$ cat config.mk
export PLATFORM = sky130hd
export DESIGN_NAME = pixel_write_fifo_flat
export DESIGN_NICKNAME = d
export VERILOG_FILES = /design/src/rtl/pixel_write_fifo_if.sv /design/src/rtl/pixel_write_fifo.sv /design/src/flat_wrapper.sv
export SDC_FILE = /design/constraint.sdc
export NUM_CORES = 1
export LEC_CHECK = 0
export BUFFER_PORTS_ARGS = -buffer_cell sky130_fd_sc_hd__buf_4
export CAP_MARGIN = 20
export CORE_UTILIZATION = 55
export DETAILED_ROUTE_END_ITERATION = 6
export HOLD_SLACK_MARGIN = 0.05
export PLACE_DENSITY = 0.76
export SYNTH_ARGS = -nofsm -noshare
export SYNTH_HDL_FRONTEND = slang
export SYNTH_SLANG_ARGS = --single-unit
$ cat constraint.sdc
create_clock -name clk -period 4.7 [get_ports clk]
set_input_delay 0.235 -clock clk [delete_from_list [all_inputs] [get_ports clk]]
set_output_delay 0.235 -clock clk [all_outputs]
set_load 0.02 [all_outputs]
$ cat src/rtl/pixel_write_fifo_if.sv
// Renderer-to-FIFO pixel bus and FIFO-to-framebuffer write bus.
// The slave modport is the FIFO's view; master is the environment's.
interface pixel_write_fifo_if;
  logic [7:0]  in_x;
  logic [6:0]  in_y;
  logic [2:0]  in_colour;
  logic        in_plot;
  logic        in_ready;
  logic [14:0] fb_addr;
  logic [2:0]  fb_data;
  logic        fb_we;
  logic        fb_ready;

  modport slave (
    input  in_x,
    input  in_y,
    input  in_colour,
    input  in_plot,
    output in_ready,
    output fb_addr,
    output fb_data,
    output fb_we,
    input  fb_ready
  );

  modport master (
    output in_x,
    output in_y,
    output in_colour,
    output in_plot,
    input  in_ready,
    input  fb_addr,
    input  fb_data,
    input  fb_we,
    output fb_ready
  );
endinterface

$ cat src/rtl/pixel_write_fifo.sv
// Pixel write FIFO: range-checks renderer pixels, linearises the address
// and queues {addr, colour} for the framebuffer with valid/ready on both sides.
module pixel_write_fifo #(
  parameter int DEPTH = 8,
  parameter int SCR_W = 160,
  parameter int SCR_H = 120
) (
  input  logic               clk,
  input  logic               resetn,
  pixel_write_fifo_if.slave  bus,
  output logic [6:0]         level,
  output logic [15:0]        drop_count,
  output logic               stall_seen
);

  localparam int AW = $clog2(DEPTH);

  typedef struct packed {
    logic [14:0] addr;
    logic [2:0]  colour;
  } pix_t;

  pix_t          mem_q [DEPTH];
  logic [AW-1:0] wr_q, wr_d;
  logic [AW-1:0] rd_q, rd_d;
  logic [6:0]    lvl_q, lvl_d;
  logic [15:0]   drop_q, drop_d;
  logic          stall_q, stall_d;

  logic          in_range;
  logic          push_hs;
  logic          push;
  logic          pop;
  logic [14:0]   lin_addr;

  assign bus.in_ready = lvl_q < 7'(DEPTH);
  assign bus.fb_we    = lvl_q != 7'd0;
  assign bus.fb_addr  = mem_q[rd_q].addr;
  assign bus.fb_data  = mem_q[rd_q].colour;

  assign in_range = ({1'b0, bus.in_x} < 9'(SCR_W)) &&
                    ({1'b0, bus.in_y} < 8'(SCR_H));

  // Address is formed before storage so the framebuffer side is a plain read.
  assign lin_addr = 15'(bus.in_y) * 15'(SCR_W) + 15'(bus.in_x);

  assign push_hs = bus.in_plot & bus.in_ready;
  assign push    = push_hs & in_range;
  assign pop     = bus.fb_we & bus.fb_ready;

  assign level      = lvl_q;
  assign drop_count = drop_q;
  assign stall_seen = stall_q;

  always_comb begin
    wr_d    = wr_q;
    rd_d    = rd_q;
    lvl_d   = lvl_q;
    drop_d  = drop_q;
    stall_d = stall_q;
    if (push) begin
      wr_d = wr_q + 1'b1;
    end
    if (pop) begin
      rd_d = rd_q + 1'b1;
    end
    lvl_d = lvl_q + 7'(push) - 7'(pop);
    if (push_hs && !in_range && drop_q != 16'hFFFF) begin
      drop_d = drop_q + 16'd1;
    end
    if (bus.in_plot && !bus.in_ready) begin
      stall_d = 1'b1;
    end
  end

  always_ff @(posedge clk) begin
    if (!resetn) begin
      wr_q    <= '0;
      rd_q    <= '0;
      lvl_q   <= '0;
      drop_q  <= '0;
      stall_q <= 1'b0;
    end else begin
      wr_q    <= wr_d;
      rd_q    <= rd_d;
      lvl_q   <= lvl_d;
      drop_q  <= drop_d;
      stall_q <= stall_d;
    end
  end

  // Storage is not reset; the head is only meaningful while fb_we is high.
  always_ff @(posedge clk) begin
    if (push) begin
      mem_q[wr_q] <= '{addr: lin_addr, colour: bus.in_colour};
    end
  end

endmodule
$ cat src/flat_wrapper.sv
// flat-port wrapper written by rule: the top's interface ports become plain ports
module pixel_write_fifo_flat 
#(
  parameter int DEPTH = 8,
  parameter int SCR_W = 160,
  parameter int SCR_H = 120
)
  (clk, resetn, level, drop_count, stall_seen, bus_in_x, bus_in_y, bus_in_colour, bus_in_plot, bus_in_ready, bus_fb_addr, bus_fb_data, bus_fb_we, bus_fb_ready);
  pixel_write_fifo_if bus_i ();
  input  logic clk;
  input  logic resetn;
  output logic [6:0] level;
  output logic [15:0] drop_count;
  output logic stall_seen;
  input wire logic [$bits(bus_i.in_x)-1:0] bus_in_x;
  input wire logic [$bits(bus_i.in_y)-1:0] bus_in_y;
  input wire logic [$bits(bus_i.in_colour)-1:0] bus_in_colour;
  input wire logic [$bits(bus_i.in_plot)-1:0] bus_in_plot;
  output wire logic [$bits(bus_i.in_ready)-1:0] bus_in_ready;
  output wire logic [$bits(bus_i.fb_addr)-1:0] bus_fb_addr;
  output wire logic [$bits(bus_i.fb_data)-1:0] bus_fb_data;
  output wire logic [$bits(bus_i.fb_we)-1:0] bus_fb_we;
  input wire logic [$bits(bus_i.fb_ready)-1:0] bus_fb_ready;
  assign bus_i.in_x = bus_in_x;
  assign bus_i.in_y = bus_in_y;
  assign bus_i.in_colour = bus_in_colour;
  assign bus_i.in_plot = bus_in_plot;
  assign bus_in_ready = bus_i.in_ready;
  assign bus_fb_addr = bus_i.fb_addr;
  assign bus_fb_data = bus_i.fb_data;
  assign bus_fb_we = bus_i.fb_we;
  assign bus_i.fb_ready = bus_fb_ready;
  pixel_write_fifo #(.DEPTH(DEPTH), .SCR_W(SCR_W), .SCR_H(SCR_H)) u_core (.clk(clk), .resetn(resetn), .bus(bus_i), .level(level), .drop_count(drop_count), .stall_seen(stall_seen));
endmodule
# Word level (Yosys, flattened, before mapping)
# Memory sizes are Yosys's and may differ from the RTL's. A register that Yosys moved wholly into a read port is not among the register bits.
# Index checks and enable logic that the tools add are counted.
[totals] ramBits=144 input_bits=22 regBits=30 out_inout_bits=44 wordCells=31 n_memories=1
[memory_table] memory="u_core.mem_q" words=8 word_bits=18 rd=1 rd_ports_with_merged_regs=1 write_ports=1 line="pixel_write_fifo.sv:23" text="pix_t mem_q [DEPTH];"
[classes] n_reduce_logical=7 n_addsub=6 eq_ne=1 mul=1 n_bitwise=3 n_lt_le_gt_ge=3 mux=4
[op_table] operator="16-bit by 1-bit adder with 16-bit output (second input constant)" count=1
[op_table] operator="16-bit inequality test (second input constant)" count=1
[op_table] operator="15-bit by 8-bit adder with 15-bit output" count=1
[op_table] operator="7-bit by 3-bit multiplier with 10-bit output (second input constant)" count=1
[op_table] operator="8-bit less-than comparator (second input constant)" count=1
[op_table] operator="7-bit by 1-bit adder with 7-bit output" count=1
[op_table] operator="7-bit by 4-bit less-than comparator with 1-bit output (second input constant)" count=1
[op_table] operator="7-bit less-than comparator (second input constant)" count=1
[op_table] operator="7-bit nonzero test" count=1
[op_table] operator="7-bit by 1-bit subtractor with 7-bit output" count=1
[op_table] operator="3-bit by 1-bit adder with 3-bit output (second input constant)" count=2
[op_table] operator="3-bit two-way mux" count=2
[op_table] operator="1-bit logical AND" count=4
[op_table] operator="1-bit bitwise AND" count=3
[op_table] operator="1-bit zero test" count=2
[op_table] operator="1-bit two-way mux" count=2

# Logic depth before layout (Yosys ltp)
[logic_depth] ltp_word=5 depth_mapped=14 ltp_nobuf=14

# Worst setup path before layout
# Ideal clock, no wire load.
[synth_timing] path_type="register to register" start="register u_core.lvl_q[5], in the netlist u_core.level[5]" end="memory u_core.mem_q[4][0] (netlist bit) (enable)" arrival_ns=3.094 period_less_slack_ns=3.514 n_path_buf=0 stages_incl_launch_ff=7 setup_time_ns=0.420 required_ns=4.280 path_slack_ns=1.186 path_cell_list="dfxtp_1 > inv_1 > ha_1 > and2b_4 > or3_1 > or3_1 > nor3b_1"
[synth_between] elab_chain_len=5
[synth_rtl] item="start: declaration" line="pixel_write_fifo.sv:26" text="logic [6:0] lvl_q, lvl_d;"
[synth_rtl] item="start signal: assignment" line="pixel_write_fifo.sv:86" text="lvl_q <= lvl_d;"
[synth_rtl] item="7-bit by 4-bit less-than comparator with 1-bit output" line="pixel_write_fifo.sv:36" text="assign bus.in_ready = lvl_q < 7'(DEPTH);"
[synth_rtl] item="1-bit bitwise AND" line="pixel_write_fifo.sv:47" text="assign push_hs = bus.in_plot & bus.in_ready;"
[synth_rtl] item="1-bit bitwise AND" line="pixel_write_fifo.sv:48" text="assign push = push_hs & in_range;"
[synth_rtl] item="1-bit two-way mux" line="pixel_write_fifo.sv:94" text="if (push) begin"
[synth_rtl] item="1-bit two-way mux (implied by the code)" line="pixel_write_fifo.sv:95" text="mem_q[wr_q] <= '{addr: lin_addr, colour: bus.in_colour};"
[synth_rtl] item="end: declaration" line="pixel_write_fifo.sv:23"
# Every way passes these cells.

# Worst setup path in the final report
[layout_timing] start="register u_core.lvl_q[5], in the netlist u_core.level[5]" end="register u_core.lvl_q[6], in the netlist u_core.level[6]"
[layout_between] elab_cells_between_ends=7 cone_classes="add/sub: 2; order compare: 1; bitwise: 3; reduce/logical: 1"
[layout_lines] item="7-bit nonzero test" line="pixel_write_fifo.sv:37" text="assign bus.fb_we = lvl_q != 7'd0;"
[layout_lines] item="1-bit bitwise AND" line="pixel_write_fifo.sv:49" text="assign pop = bus.fb_we & bus.fb_ready;"
[layout_lines] item="via u_core.pop" line="pixel_write_fifo.sv:33" text="logic pop;"
[layout_lines] item="7-bit by 1-bit subtractor with 7-bit output" line="pixel_write_fifo.sv:67" text="lvl_d = lvl_q + 7'(push) - 7'(pop);"
# The timed path passes the listed nets, and every way through them passes these cells.
# A chain may end at the register's enable or synchronous reset.

==> impl_results.md <==
- Outcome: complete, no violations
- Hold slack: about 0.12 ns
- P_leak: 3.14 nW
- Vias per cell: between 5 and 6
- Compound-gate portion of the synthesized area: 4.37%
- CTS Sinks: 177
- Worst-Skew Late Latency: 0.43 ns
- GRT overflow: 0
- Largest net degree at the start of global routing: 37
- Synthesis-stage register bit count: approximately 180
- TritonCTS Buffers: 17
- Clock skew: between 0.006 and 0.007 ns
- Prevailing post-synth register cell: edfxtp_1
- Most common cell after layout, fill and taps aside: edfxtp_1
- Ys Warns: 0
- P per Cell Area: 491 mW/mm²
- 1st-pass router iterations: 5
- Vias in the first global route: 4406
- Antenna Cells: 0
- Synth Area in XOR/XNOR: 2.51%
- Clk buf depth: 2
- Crit Path Category: flip-flop to flip-flop
- GP Congestion: roughly 0.75
- VDD IR max: 500 µV
- Syn_nets: 531
- Distinct cells, synth: 53
- Fmax: 338 MHz
- Final WL: 14.5 mm
- Fin cells: 751
- Cell Area, Synth: about 0.0077 mm²
- TNS Setup: 0 ns
- Synth Area in Simple Gates: 7.21%
- Minimum clock period: approximately 3.0 ns
- Fin. max-slew vios: 0
- FF-to-FF Start: u_core.level[5]$_SDFF_PN0_
- DP Wirelength: roughly 8.9 mm
- Port Buf Inserts: 65
- Worst hold-check path type: input port to flip-flop
- Chip height: 120 µm
- Clock transition at path regs: roughly 0.06 ns
- Die ar.: 0.0144 mm²
- Fin nets: 615
- Worst setup EP type: flip-flop
- Starting Density: 57.3%
- GR Util All Layers: 22.0%
- WP data required: 5.02 ns
- Most frequent cells in the layout: edfxtp_1 (144), buf_4 (75), mux4_2 (36), nor2_1 (32), dfxtp_1 (32)
- Core footprint: 0.0134 mm²
- Post-Synth Adder-Cell Area: 5.35%
- Synth async-reset ratio: 0%
- Mapped Cells: 478
- Area Growth Syn to Fin: 18.2%
- Cells after DPL: 711
- Hold Startpoint: resetn
- Filler instances: just over 900
- Post-CTS sizing: 0
- Share of cells above drive strength 1: 30.8%
- CP Launch Point: u_core.level[5]$_SDFF_PN0_
- Final WS setup: 1.74 ns
- FF/Latch Area: 0.00499 mm²
- # rows: 42
- Critical Path Start Type: flip-flop
- Total vias in the final route: ~4300
- CTS tree: yes
- Setup bufs post-CTS: 0
- Avg Cell Area, Syn: 16.1 µm²
- Drt wl/cell: 19.3 µm
- First-pass GRT wire length: approximately 23 mm
- DRT iter0 DRCs: 295
- Design Area, Final: about 0.009 mm²
- Routed Antenna Nets: 0
- Final Cycle Share: 63.0%
- H-Tree Depth: 4
- Peak fanout along the critical path: 4
- Initial antenna violation count: 0
- Multi-input gate area: approximately 0.0025 mm²
- I/O pin count: 66
- WP data arrival: 3.27 ns
- Max_cap viols: 0
- Residual DRC: 0
- Largest family of logic cells by synthesized area: multiplexers
- Max-slew headroom: 29.2%
- Final setup fails: 0
- Worst Max-Slew Pin Slew: roughly 1.1 ns
- Unrepaired setup endpoints after global routing: false
- Mux contribution to synthesized area: 13.3%
- Root buf cell: clkbuf_16
- Final Hold Viols: 0
- Die width: 120 µm
- Placement Setup Slack: 1.79 ns
- Seq/Total Area, Yosys: 65.0%
- EDFF count, synth: 144
- Placed cell area: between 0.008 and 0.009 mm²
## synth_stat cells, types with 2 or more instances
library cell	number	area share, %
nor3b_1	4	0.39
mux4_2	36	11
o21ba_2	2	0.26
nor2_1	32	1.6
ha_1	28	4.6
nor4b_1	2	0.23
inv_1	21	1.0
and3_1	3	0.24
nor3_1	3	0.20
a21oi_1	17	1.1
mux2_2	18	2.6
xnor2_1	16	1.8
o21bai_1	2	0.20
nand4_1	7	0.57
buf_2	4	0.26
nand3b_1	3	0.29
o31ai_1	5	0.49
nor2b_1	2	0.16
or3_1	4	0.33
fa_1	3	0.78
buf_6	2	0.29
a211oi_1	4	0.39
nand2_1	15	0.73
buf_1	4	0.20
nor4_1	3	0.24
clkbuf_1	8	0.39
edfxtp_1	144	56
and2_1	2	0.16
o21ai_0	5	0.33
or4_1	3	0.29
a21o_1	3	0.29
xor2_1	6	0.68
o211ai_1	3	0.29
dfxtp_1	33	8.6
nand3_1	13	0.85
## final timing paths
path                                                     to  slack [ns]  depth (start not counted)
worst max register to register   u_core.level[6]$_SDFF_PN0_        1.74                         14
worst max-delay path             u_core.level[6]$_SDFF_PN0_        1.74                         14
worst min-delay path             u_core.level[0]$_SDFF_PN0_        0.12                          2
worst min register to register  u_core.rd_q[1]$_SDFFE_PN0P_        0.50                          2
## power by group
group          internal [mW]  total [mW]  leakage, nW  switching [mW]
registers               1.82        1.90         1.57          0.0798
clock network          0.829        1.40        0.272           0.568
logic                  0.559        1.16         1.30           0.597
## metrics by stage
| step | power, mW | utilization [%] |
|---|---|---|
| final | 4.45 | 67.7 |
| after global routing | 4.66 | 67.7 |
| after floorplan | 2.74 | - |
| after CTS | 4.49 | 67.7 |
| after detailed placement | 3.09 | 62.7 |
| after global placement | 3.05 | 62.7 |
## per-layer routing
layer / track usage, % / share of wire [%]
met5: 0 / 0
met2: 36.1 / 50
met4: 9.30 / 1.9
met3: 4.23 / 4.5
met1: 28.6 / 44
## critical path: stages, from the launching register on
cell      delay (ns)
dfxtp_1         0.31
inv_1           0.12
ha_1            0.16
nand4_1         0.19
nand2_1         0.19
inv_1           0.07
ha_1            0.27
inv_1           0.04
ha_1            0.20
fa_1            0.41
a21oi_1         0.19
o21bai_1        0.11
a21oi_1         0.23
nor4b_1         0.08
a311o_1         0.28
## logic make-up after synthesis
group           Yosys count
compound gates           50
xor+xnor                 22
fa+ha+maj                31
buf+inv                  41
flops                   177
mux                      55
simple gates            102
## what timing repair did
item | 4_1_cts | 5_1_grt
hold buffers | 8 | 0
setup endpoints to repair | 0 | 0
hold endpoints to repair | 64 | 0
## cell type report
type	instances	share of cell area [%]
Inverter	23	0.951
Tap cell	176	2.43
Timing Repair Buffer	83	7.09
Clock buffer	17	4.69
Multi-Input combinational cell	260	28.0
Sequential cell	177	55.0
Clock inverter	15	1.85
## registers in the layout (all words and copies together), names as in the netlist, named ones only
signal,flops
u_core.stall_seen,1
u_core.mem_q,144
u_core.rd_q,3
u_core.drop_count,16
u_core.wr_q,3
u_core.level,7
Power figures use the tool's default switching activity.
